File: config.mk
export PLATFORM = sky130hd
export DESIGN_NAME = neuron_mac_16_bit
export DESIGN_NICKNAME = d
export VERILOG_FILES = /design/src/rtl/neuron_mac_16_bit.sv
export SDC_FILE = /design/constraint.sdc
export NUM_CORES = 1
export LEC_CHECK = 0
export ABC_AREA = 1
export ABC_CLOCK_PERIOD_IN_PS = 6800
export BUFFER_PORTS_ARGS = -buffer_cell sky130_fd_sc_hd__buf_2
export CAP_MARGIN = 20
export CORE_MARGIN = 2
export CORE_UTILIZATION = 40
export CTS_CLUSTER_DIAMETER = 150
export DETAILED_ROUTE_END_ITERATION = 12
export GPL_TIMING_DRIVEN = 0
export SLEW_MARGIN = 0
export SYNTH_ARGS = -nofsm -noshare
export SYNTH_HDL_FRONTEND = slang
export SYNTH_SLANG_ARGS = --single-unit
File: constraint.sdc
create_clock -name clk -period 6.8 [get_ports clk]
set_input_delay 0.68 -clock clk [delete_from_list [all_inputs] [get_ports clk]]
set_output_delay 0.68 -clock clk [all_outputs]
set_load 0.01 [all_outputs]
File: src/rtl/neuron_mac_16_bit.sv
// neuron_mac_16_bit: serial multiply-accumulate neuron.
// Accumulates LEN exact Q8.24 products of signed Q4.12 pairs, adds the bias,
// then narrows with floor rounding and saturation back to Q4.12. The y output
// stays put from one out_valid pulse to the next.
//
// state    | meaning
// ---------+----------------------------------------------------------
// S_IDLE   | waiting for start; in_valid ignored
// S_ACCUM  | accepting x/w pairs; in_valid=0 cycles are stalls
// S_FINISH | one cycle: add bias, narrow, saturate, register y, pulse

module neuron_mac_16_bit #(
    parameter int N     = 16,
    parameter int Q     = 12,
    parameter int LEN   = 8,
    parameter int ACC_W = 40
) (
    input  logic         clk,
    input  logic         rst,
    input  logic         start,
    input  logic         in_valid,
    input  logic [N-1:0] x,
    input  logic [N-1:0] w,
    input  logic [N-1:0] bias,
    output logic         busy,
    output logic         out_valid,
    output logic [N-1:0] y
);

    localparam int CNT_W = (LEN > 1) ? $clog2(LEN) : 1;
    localparam logic [CNT_W-1:0] LAST_IDX = CNT_W'(LEN - 1);

    typedef enum logic [1:0] {
        S_IDLE   = 2'd0,
        S_ACCUM  = 2'd1,
        S_FINISH = 2'd2
    } state_t;

    state_t                    r_state;
    logic signed [ACC_W-1:0]   r_acc;
    logic        [CNT_W-1:0]   r_cnt;
    logic        [N-1:0]       r_y;
    logic                      r_out_valid;

    logic signed [2*N-1:0]     w_prod;
    logic signed [ACC_W-1:0]   w_prod_ext;
    logic signed [ACC_W-1:0]   w_bias_ext;
    logic signed [ACC_W-1:0]   w_sum;
    logic signed [ACC_W-1:0]   w_res;
    logic        [ACC_W-N:0]   w_res_hi;
    logic        [N-1:0]       w_sat;

    // Exact product, bias alignment to the Q8.24 accumulator grid, floor and saturate
    always_comb begin
        w_prod     = $signed(x) * $signed(w);
        w_prod_ext = {{(ACC_W-2*N){w_prod[2*N-1]}}, w_prod};
        w_bias_ext = {{(ACC_W-N-Q){bias[N-1]}}, bias, {Q{1'b0}}};
        w_sum      = r_acc + w_bias_ext;
        w_res      = w_sum >>> Q;
        // In range only when every bit from the N-bit sign position up agrees
        w_res_hi   = w_res[ACC_W-1:N-1];
        w_sat      = w_res[N-1:0];
        if (!((&w_res_hi) || !(|w_res_hi))) begin
            w_sat = w_res[ACC_W-1] ? {1'b1, {(N-1){1'b0}}} : {1'b0, {(N-1){1'b1}}};
        end
    end

    // Sequencing FSM with accumulator, pair counter and registered result
    always_ff @(posedge clk) begin
        if (rst) begin
            r_state     <= S_IDLE;
            r_acc       <= '0;
            r_cnt       <= '0;
            r_y         <= '0;
            r_out_valid <= 1'b0;
        end else begin
            r_out_valid <= 1'b0;
            if (start) begin
                // Start from any state clears the sum; an aborted sum never reports
                r_acc   <= '0;
                r_cnt   <= '0;
                r_state <= S_ACCUM;
            end else begin
                case (r_state)
                    S_ACCUM: begin
                        if (in_valid) begin
                            r_acc <= r_acc + w_prod_ext;
                            r_cnt <= r_cnt + 1'b1;
                            if (r_cnt == LAST_IDX) begin
                                r_state <= S_FINISH;
                            end
                        end
                    end
                    S_FINISH: begin
                        r_y         <= w_sat;
                        r_out_valid <= 1'b1;
                        r_state     <= S_IDLE;
                    end
                    default: begin
                        r_state <= S_IDLE;
                    end
                endcase
            end
        end
    end

    assign busy      = (r_state != S_IDLE);
    assign out_valid = r_out_valid;
    assign y         = r_y;

endmodule

==> impl.org <==
** Die
- Starting density of the core :: 40.6%
- Horizontal die dimension :: 213 um
- Measured along the y axis, the die boundary spans approximately 210 um.
- Full die area :: ~45000 um^2
- After floorplanning, the core was sized to cover 43100 um^2.
- Boundary pin count :: 70
- Rows :: 76

** Logic synthesis
- Biggest area consumer among synthesized cells :: sky130_fd_sc_hd__fa_1
- In the post-synthesis netlist, the cell with the most instances is sky130_fd_sc_hd__inv_1.
- Predominant post-synthesis flop cell :: sky130_fd_sc_hd__dfxtp_1
- Mapped cell area :: 17500 um^2
- In the synthesized netlist, the cells that appear most often are 659 x sky130_fd_sc_hd__inv_1, 567 x sky130_fd_sc_hd__nand2_1, 331 x sky130_fd_sc_hd__fa_1, 144 x sky130_fd_sc_hd__ha_1, 113 x sky130_fd_sc_hd__nor2_1.
- Share of the synthesized area in the top cell type :: 37.9%
- Sequential elements use 7.10% of the synthesized area.
- Ranked by total cell area, the synthesized netlist is headed by sky130_fd_sc_hd__fa_1 38%, sky130_fd_sc_hd__inv_1 14%, sky130_fd_sc_hd__nand2_1 12%.
- Yosys mapped a number of flops with a built-in enable equal to 0.
- Number of warning messages in the yosys log :: 0
- Synthesis produced a netlist with a net count of ~2900.
- Post-Syn Area per Cell :: 7.45 um^2
- Counting flops and latches in the post-synthesis netlist gives 62.
- Number of cells produced by synthesis :: 2345
- Share of synthesized flip-flops with an asynchronous set or reset :: 0%
- After synthesis, the netlist uses 38 different library cells.

** Timing
- For the pin with the worst max-slew slack, the measured transition is 0.968 ns.
- Timing would allow up to 154 MHz.
- Worst slew margin relative to its limit :: between 30% and 40%
- The final number of max-transition violations came to 0.
- Between clock sinks in the finished design, the worst skew comes to 0.00895 ns.
- After layout, the worst path uses 95.5% of the clock period.
- Setup repair after global routing missed its margin :: yes
- Setup violations remaining at the end of the flow were counted as 0.
- Count of final hold-check violations :: 0
- The clock period could shrink to 6.50 ns.

** Cells and area
- Fill cells in the final layout number about 4500.
- Diodes inserted :: 0
- Combined flip-flop and latch cell area :: approximately 1200 um^2
- Fraction of final layout cells sized beyond drive strength 1 :: 7.63%
- The count of cells in the finished layout, fillers not included, comes to around 3000.
- The net count of the finished layout is 2932.
- From synthesis to final layout, the design area changed by 8.20%.
- The multi-input combinational cells in the finished layout cover a total of roughly 13000 um^2.

** GRT
- Number of antenna violations at the first check in global routing :: 0
- Entering global routing, the biggest net connects 24 pins.
- Global routing consumed, over all layers together, approximately 22% of the routing resources.
- The first global-routing pass estimated 78700 um of wire.
- Grt ovf :: 0
- The number of global-route vias before repair was 14800.

** Critical path
- The largest single stage delay on the critical path is between 0.5 and 0.6 ns.
- Along the worst path, the maximum fanout reaches 10.
- Cell with the largest stage delay on the worst path :: sky130_fd_sc_hd__fa_1
- STA classifies the critical path startpoint as an input pin.
- Traced cell by cell, the critical path runs through clkbuf_1 > clkbuf_2 > nand2_1 > fa_1 > inv_1 > fa_1 > inv_1 > fa_1 > inv_1 > fa_1 > fa_1 > inv_1 > fa_1 > inv_1 > ha_1 > a21oi_1 > o21ai_0 > o21bai_1 > a21oi_1 > o21ai_0 > xnor2_1 > nand2_1 > o211ai_1 > inv_1.
- Arrival time reported for the critical path endpoint :: 6.73 ns
- Data on the critical path is required at its endpoint by 7.03 ns.
- Type of element capturing the critical path :: flip-flop
- Critical Setup Path Class :: in2reg

** CTS
- Largest buffer count on any clock path :: 2
- TritonCTS built the clock tree.
- Cts bufs inserted :: 9
- CTS clock-pin slew for the worst setup and hold paths :: 0.06 ns
- Clock sink count :: 62
- Clock tree root buffer cell :: sky130_fd_sc_hd__clkbuf_16
- The H-tree generated during clock tree synthesis spans 3 levels.
- Post-CTS Hold Buffers :: 0
- At the later pin of the worst-skew pair, clock insertion delay measures around 0.35 ns.

** Detailed routing
- Wirelength per Cell :: ~16 um
- Using the TritonRoute via totals, the vias-per-cell ratio works out to 4.79.
- The first detailed-routing pass took 7 iterations.
- Initial DRC Count :: 705
- Residual DRC count :: 0
- Summing over every cut layer, the via total after detailed routing is 14400.
- Wires add up to about 47000 um.
- In this run the remaining antenna-violating nets after routing total 0.

** Job
- Max-cap violations in this run came to 0.

** Placed design
- Placed instance count :: 2975
- Final GP Congestion :: 0.951
- IO Port Bufs :: 44
- Once detailed placement completed, the half-perimeter wirelength came to 42800 um.

** Hold path
- Hold/Removal Path Class :: reg2reg

** Outcome
- The run finished with clean final reports.
## through the flow
step	TNS, ns	hold WS [ns]	setup WS, ns	utilization (%)	area, um^2
floorplan	0	0.422	0.431	-	17500
global placement	-9.65	0.436	-0.950	42.8	18400
detailed placement	-10.76	0.439	-0.992	42.8	18500
CTS	0	0.452	0.0561	43.7	18800
global route	-0.0338	0.478	-0.0338	43.9	18900
finish	0	0.451	0.303	43.9	18900
## layout make-up
class,count,area share (%)
multi-input cells,1542,71.2
inverters,667,13.2
flip-flops and latches,62,6.56
well taps,585,3.87
plain buffers,74,1.93
repair buffers,49,1.47
clock buffers,11,1.28
clock inverters,5,0.430
## worst max-delay path: cells and delay by family
family,cells,cell delay [ns]
xor+xnor,1,0.26
compound gates,6,1.14
buf+inv,8,1.03
fa+ha+maj,7,3.41
simple gates,2,0.21
## registers in the layout, summed over array words and instances, names as in the netlist
| name | cells |
|---|---|
| out_valid | 1 |
| r_acc | 40 |
| r_cnt | 3 |
| r_state | 2 |
| y | 16 |
## routing by layer
metal | track usage [%] | vias to the layer above | wire [um] | part of all wire (%)
li1 | - | 6953 | - | -
met4 | 5.35 | 0 | 1170 | 2.5
met3 | 2.07 | 62 | 1690 | 3.6
met5 | 0 | - | 0 | 0
met1 | 29.8 | 7048 | 21500 | 45
met2 | 38.9 | 294 | 23100 | 49
## layout by cell type, fill, tap and decap left out, types with 3 or more instances in the layout
cell | Yosys | layout
sky130_fd_sc_hd__dfxtp_1 | 62 | 62
sky130_fd_sc_hd__a31oi_1 | 5 | 5
sky130_fd_sc_hd__o211ai_1 | 10 | 10
sky130_fd_sc_hd__nor2_1 | 113 | 112
sky130_fd_sc_hd__a21oi_2 | 11 | 12
sky130_fd_sc_hd__nand4_1 | 15 | 15
sky130_fd_sc_hd__clkbuf_2 | 0 | 35
sky130_fd_sc_hd__nand3_1 | 47 | 47
sky130_fd_sc_hd__a21oi_1 | 84 | 83
sky130_fd_sc_hd__nand3b_1 | 3 | 3
sky130_fd_sc_hd__o21ai_0 | 66 | 63
sky130_fd_sc_hd__inv_1 | 659 | 659
sky130_fd_sc_hd__o221ai_1 | 5 | 5
sky130_fd_sc_hd__nand2_2 | 20 | 20
sky130_fd_sc_hd__o21ai_1 | 0 | 3
sky130_fd_sc_hd__xnor2_1 | 23 | 23
sky130_fd_sc_hd__o21a_1 | 16 | 16
sky130_fd_sc_hd__fa_1 | 331 | 324
sky130_fd_sc_hd__or2_2 | 5 | 5
sky130_fd_sc_hd__buf_4 | 0 | 4
sky130_fd_sc_hd__nor3_2 | 3 | 3
sky130_fd_sc_hd__nand2_1 | 567 | 567
sky130_fd_sc_hd__nor2_4 | 4 | 4
sky130_fd_sc_hd__clkbuf_1 | 70 | 31
sky130_fd_sc_hd__inv_2 | 8 | 8
sky130_fd_sc_hd__fa_2 | 0 | 7
sky130_fd_sc_hd__nor2_2 | 8 | 9
sky130_fd_sc_hd__ha_1 | 144 | 144
sky130_fd_sc_hd__buf_2 | 0 | 44
sky130_fd_sc_hd__clkbuf_16 | 0 | 9
sky130_fd_sc_hd__nand3_2 | 5 | 5
sky130_fd_sc_hd__clkbuf_4 | 0 | 5
sky130_fd_sc_hd__xor2_1 | 22 | 22
sky130_fd_sc_hd__o21bai_1 | 19 | 19
## repair_timing
action / in CTS / in global routing
pin swaps: 0 / 2
endpoints found under the setup margin: 14 / 21
setup buffers: 0 / 4
resized for setup: 24 / 62
hold endpoints to repair: 0 / 0
## path summary, 6_finish.rpt
path	endpoint	start	depth (start not counted)	slack (ns)
setup / recovery	r_acc[27]	x[14]	24	0.30
hold / removal	r_state[1]	r_state[1]	1	0.45
setup reg to reg	r_acc[27]	r_acc[15]	19	1.69
hold reg to reg	r_state[1]	r_state[1]	1	0.45
## cell families after synthesis
logic type	share of synthesized area, %
buffers and inverters	16.1
flip-flops	7.10
adder cells (fa/ha/maj)	48.2
AND/OR/NAND/NOR	18.9
XOR/XNOR	2.26
AO/OA/AOI/OAI	7.48
Power is not shown: default switching activity piles up to over one toggle a cycle in this logic, so the estimate is an artifact.
